`src/rtl/i2s_tx_scheduler.sv`:
```
// i2s_tx_scheduler: generates SCK/WS for a stereo I2S stream and hands one
// buffered sample per channel slot to a single-channel serializer.
//
// Ports:
//   clk, rst              system clock, synchronous active-low reset
//   en                    run request; stop only takes effect at the end of a frame
//   l_sample/l_valid/l_ready  left-channel one-deep buffer handshake
//   r_sample/r_valid/r_ready  right-channel one-deep buffer handshake
//   clr_status            clears the sticky underrun flags
//   sck, ws               serial clock and word select (0 = left, 1 = right)
//   audio_sample          sample presented to the serializer, held per slot
//   sample_valid          one-clk load strobe at each slot start
//   frame_tick            one-clk pulse at each left slot start
//   underrun_l/underrun_r sticky: a slot started with its buffer empty
//   busy                  high while running
module i2s_tx_scheduler #(
  parameter int unsigned CLK_DIV  = 1250,
  parameter int unsigned SAMPLE_W = 24,
  parameter int unsigned SLOT_W   = 24
) (
  input  logic                clk,
  input  logic                rst,
  input  logic                en,
  input  logic [SAMPLE_W-1:0] l_sample,
  input  logic                l_valid,
  output logic                l_ready,
  input  logic [SAMPLE_W-1:0] r_sample,
  input  logic                r_valid,
  output logic                r_ready,
  input  logic                clr_status,
  output logic                sck,
  output logic                ws,
  output logic [SAMPLE_W-1:0] audio_sample,
  output logic                sample_valid,
  output logic                frame_tick,
  output logic                underrun_l,
  output logic                underrun_r,
  output logic                busy
);

  localparam int unsigned DIV_W = (CLK_DIV > 1) ? $clog2(CLK_DIV) : 1;
  localparam int unsigned BIT_W = (SLOT_W > 1) ? $clog2(SLOT_W) : 1;
  localparam logic [DIV_W-1:0] DIV_LAST = DIV_W'(CLK_DIV - 1);
  localparam logic [BIT_W-1:0] BIT_LAST = BIT_W'(SLOT_W - 1);

  typedef enum logic {IDLE, RUN} state_t;

  state_t              state;
  logic [DIV_W-1:0]    div_cnt;
  logic [BIT_W-1:0]    bit_cnt;
  logic                l_full;
  logic                r_full;
  logic [SAMPLE_W-1:0] l_buf;
  logic [SAMPLE_W-1:0] r_buf;

  logic div_last;
  logic fall;
  logic boundary;
  logic stop;
  logic start_l;
  logic start_r;
  logic l_acc;
  logic r_acc;

  // Ready is held low during reset regardless of buffer state
  assign l_ready = rst & ~l_full;
  assign r_ready = rst & ~r_full;
  assign l_acc   = l_valid & l_ready;
  assign r_acc   = r_valid & r_ready;

  // Timing events; boundary is the SCK fall ending the last bit of a slot
  assign div_last = (state == RUN) && (div_cnt == DIV_LAST);
  assign fall     = div_last && sck;
  assign boundary = fall && (bit_cnt == BIT_LAST);
  // en is only honoured at the end of a right slot so frames stay whole
  assign stop     = boundary && ws && !en;
  assign start_l  = ((state == IDLE) && en) || (boundary && ws && en);
  assign start_r  = boundary && !ws;

  // Sequencer, slot loading, status and buffer registers
  always_ff @(posedge clk) begin
    if (!rst) begin
      state        <= IDLE;
      div_cnt      <= '0;
      bit_cnt      <= '0;
      sck          <= 1'b0;
      ws           <= 1'b0;
      audio_sample <= '0;
      sample_valid <= 1'b0;
      frame_tick   <= 1'b0;
      underrun_l   <= 1'b0;
      underrun_r   <= 1'b0;
      busy         <= 1'b0;
      l_full       <= 1'b0;
      r_full       <= 1'b0;
      l_buf        <= '0;
      r_buf        <= '0;
    end else begin
      sample_valid <= 1'b0;
      frame_tick   <= 1'b0;
      if (clr_status) begin
        underrun_l <= 1'b0;
        underrun_r <= 1'b0;
      end

      if (state == IDLE) begin
        sck     <= 1'b0;
        ws      <= 1'b0;
        div_cnt <= '0;
        bit_cnt <= '0;
        if (en) begin
          state <= RUN;
          busy  <= 1'b1;
        end
      end else begin
        if (div_last) begin
          div_cnt <= '0;
          sck     <= ~sck;
        end else begin
          div_cnt <= div_cnt + 1'b1;
        end
        if (fall) begin
          bit_cnt <= (bit_cnt == BIT_LAST) ? '0 : bit_cnt + 1'b1;
        end
        if (boundary) begin
          if (stop) begin
            state <= IDLE;
            busy  <= 1'b0;
            sck   <= 1'b0;
            ws    <= 1'b0;
          end else begin
            ws <= ~ws;
          end
        end
      end

      // Slot start: load buffered sample or flag an underrun (set beats clear)
      if (start_l) begin
        sample_valid <= 1'b1;
        frame_tick   <= 1'b1;
        if (l_full) begin
          audio_sample <= l_buf;
        end else begin
          audio_sample <= '0;
          underrun_l   <= 1'b1;
        end
      end
      if (start_r) begin
        sample_valid <= 1'b1;
        if (r_full) begin
          audio_sample <= r_buf;
        end else begin
          audio_sample <= '0;
          underrun_r   <= 1'b1;
        end
      end

      // Consume then accept; an accept on a boundary lands in the next slot
      if (start_l) l_full <= 1'b0;
      if (l_acc) begin
        l_full <= 1'b1;
        l_buf  <= l_sample;
      end
      if (start_r) r_full <= 1'b0;
      if (r_acc) begin
        r_full <= 1'b1;
        r_buf  <= r_sample;
      end
    end
  end

endmodule

```
`config.mk`:
```
export PLATFORM = sky130hd
export DESIGN_NAME = i2s_tx_scheduler
export DESIGN_NICKNAME = d
export VERILOG_FILES = /design/src/rtl/i2s_tx_scheduler.sv
export SDC_FILE = /design/constraint.sdc
export NUM_CORES = 1
export LEC_CHECK = 0
export ABC_CLOCK_PERIOD_IN_PS = 6100
export CORE_MARGIN = 2
export CORE_UTILIZATION = 45
export DETAILED_ROUTE_END_ITERATION = 6
export PLACE_DENSITY = 0.72
export SLEW_MARGIN = 40
export SYNTH_ARGS = -nofsm -noshare
export SYNTH_HDL_FRONTEND = slang
export SYNTH_SLANG_ARGS = --single-unit
```
`constraint.sdc`:
```
create_clock -name clk -period 6.1 [get_ports clk]
set_clock_uncertainty 0.15 [all_clocks]
set_input_delay 0.915 -clock clk [delete_from_list [all_inputs] [get_ports clk]]
set_output_delay 0.915 -clock clk [all_outputs]
set_load 0.01 [all_outputs]
```
==> results.json <==
{
  "outcome": "completed",
  "crit_fanout": 26,
  "post-cts-setup-buffer-count": 0,
  "cts_max_level": 3,
  "synth_top_area_frac": 0.501,
  "layout_common_cells": "nand2_1 (106), nand3_1 (101), dfxtp_1 (96)",
  "syn_nets": 532,
  "swShare": 0.256,
  "drcViolationCount": 0,
  "antenna_left": 0,
  "layout_commonest_cell": "nand2_1",
  "dieArea_um2": 9460,
  "drt-pass1-iter-count": 4,
  "leakage_nw": 1.91,
  "synthCells": 474,
  "io_pins": 87,
  "routedWlPerCell_um": 14.8,
  "core-area_um2": 8590,
  "ys_async_sr_fraction": 0,
  "finalHoldViolations": 0,
  "via_count": 3522,
  "seq_area_frac_synth": 0.501,
  "synth_warnings": 0,
  "critPathKind": "reg -> reg",
  "cts_buffers": 9,
  "cp-start-kind": "flip-flop",
  "crit_chain": "ha_1 > or4b_1 > nor4_1 > and2_1 > ha_1 > nand3_2 > or3_2 > nand2b_2 > a31oi_1",
  "p_seq_frac": 0.585,
  "wl_met2_um": 4630,
  "end_kind": "flip-flop",
  "cp_slowest_cell": "or3_2",
  "p_switching_uw": 309,
  "p_clk_frac": 0.298,
  "arrival_ns": 3.77,
  "die_w_um": 97.2,
  "hp-class": "reg -> reg",
  "cts_sinks": 98,
  "period_share": 0.609,
  "holdPathEnd": "r_buf[9]",
  "hold_depth": 2,
  "ys_seq_elements": 98,
  "cts_tree": "yes",
  "drv_cap": 0,
  "min_period_ns": 3.71,
  "gp_congestion": 0.882,
  "fin_area_um2": 4920,
  "syn-mean-instance-area_um2": 8.25,
  "synth.area.top_cells": "dfxtp_1 (50%), nand3_1 (13%), nand2_1 (10%)",
  "initial_core_util": 0.455,
  "relSlewSlack": 0.497,
  "synth_flop_cell": "dfxtp_1",
  "crit_start": "div_cnt[0]",
  "fmax_ghz": 0.269,
  "grt_setup_unrepaired": "false",
  "yosys.area.top_type": "dfxtp_1",
  "finalWirelength_um": 9590,
  "clockBufferDepth": 2,
  "synth_cell_types": 38,
  "postCtsResizedCells": 0,
  "root_buffer": "clkbuf_8",
  "power_density_nw_per_um2": 246,
  "die_h_um": 97.2,
  "r2r-end": "audio_sample[0]",
  "comb_power_share": 0.117,
  "path_clk_slew_ns": 0.09,
  "cellInternalPower_uw": 898,
  "final_max_slew_viol_count": 0,
  "initialDrtViolationCount": 200,
  "grtUsageTotal": 0.200,
  "vdd_drop_max_mv": 0.121,
  "place_hpwl_um": 6270,
  "rows": 34,
  "portBuffers": 86,
  "r2r_start": "div_cnt[0]",
  "tightest_slew_ns": 0.755,
  "area_growth_pct": 25.6,
  "critPathRequiredTime_ns": 6.16,
  "grt_pass1_vias": 3167,
  "antenna_found_initial": 0,
  "r2r_cells": 9,
  "synth_edf_count": 0,
  "tns_ns": 0,
  "fillers": 782,
  "grt_overflow": 0,
  "fin_util": 0.572,
  "hold_start": "r_buf[9]",
  "clk_latency_ns": 0.35,
  "synth_area_um2": 3910,
  "grt_max_degree": 78,
  "wl_met3_um": 496,
  "met1_length_um": 4340,
  "reg2reg_slack_ns": 2.39,
  "post_dp_cell_area_um2": 4750,
  "diodes": 0,
  "grt_pass1_wl_um": 15500,
  "cpMostUsedCell": "ha_1",
  "finalSetupViolCount": 0,
  "fin_nets": 592,
  "drive_above_1_share": 0.0558,
  "vias_per_cell": 5.45,
  "crit_path_max_incr_delay_ns": 0.75,
  "highest_layer": "met4",
  "ctsHoldBuffers": 0
}
-- synthesized netlist by cell type, drive strengths merged (5+ instances only) --
cell / number
a31oi: 25
buf: 20
clkbuf: 19
dfxtp: 98
nand2: 108
nand3: 102
nor2: 16
nor2b: 5
nor3: 5
o31ai: 24
xnor2: 7
-- through the flow --
step | worst slack, ns | std cells | hold slack, ns | power (mW)
3_5_place_dp | 2.36 | 631 | 0.296 | 0.862
4_1_cts | 2.30 | 646 | 0.310 | 1.22
3_3_place_gp | 2.21 | 631 | 0.294 | 0.859
5_1_grt | 2.18 | 646 | 0.319 | 1.26
6_report | 2.39 | 646 | 0.306 | 1.21
2_1_floorplan | 3.24 | 474 | 0.284 | 0.783
-- power by group through the flow --
stage | clock network (mW) | registers (mW) | logic [mW]
after CTS | 0.369 | 0.707 | 0.142
final | 0.360 | 0.707 | 0.141
after floorplan | 0 | 0.713 | 0.0709
after detailed placement | 0 | 0.721 | 0.142
after global placement | 0 | 0.720 | 0.138
after global routing | 0.394 | 0.712 | 0.155
-- routing by layer --
layer	global-route usage	vias to the layer above
li1	-	1755
met1	0.276	1654
met2	0.316	102
met3	0.0432	11
met4	0.0630	0
met5	0	-
-- kinds of logic after synthesis --
logic type                 Yosys count  synth area share
and+or+nand+nor                    255             0.298
AOI/OAI and AO/OA                   63             0.111
DFF                                 98             0.501
xor gates and xnor gates            11            0.0246
buffers and inverters               42            0.0496
muxes                                1           0.00288
adders and majority gates            4            0.0128
-- flip-flops by register name, indices dropped and copies added (netlist names) --
name,flops
underrun_l,1
l_full,1
r_buf,24
l_buf,24
sck,1
audio_sample,24
busy,1
bit_cnt,5
ws,1
r_full,1
div_cnt,11
underrun_r,1
frame_tick,1
sample_valid,1
state,1
-- how the worst max path moves through the flow --
stage | endpoint | slack [ns]
2_1_floorplan | audio_sample[10] | 3.24
3_3_place_gp | audio_sample[16] | 2.21
3_5_place_dp | audio_sample[0] | 2.36
4_1_cts | audio_sample[0] | 2.30
5_1_grt | audio_sample[13] | 2.18
6_report | audio_sample[0] | 2.39
-- critical path, delay by kind of cell, from the launching register on --
kind | cells | cell delay, ns
and+or+nand+nor | 6 | 2.37
DFF | 1 | 0.41
AOI/OAI and AO/OA | 1 | 0.15
adders and majority gates | 2 | 0.48
-- final cells by class --
type	instances	area, um^2	share of cell area
Clock buffer	10	128	0.0260
Clock inverter	5	32.5	0.00662
Inverter	3	11.3	0.00229
Multi-Input combinational cell	334	1770	0.361
Sequential cell	98	1960	0.400
Tap cell	108	135	0.0275
Timing Repair Buffer	88	871	0.177
Note: power is estimated with default switching activity, not from simulation.
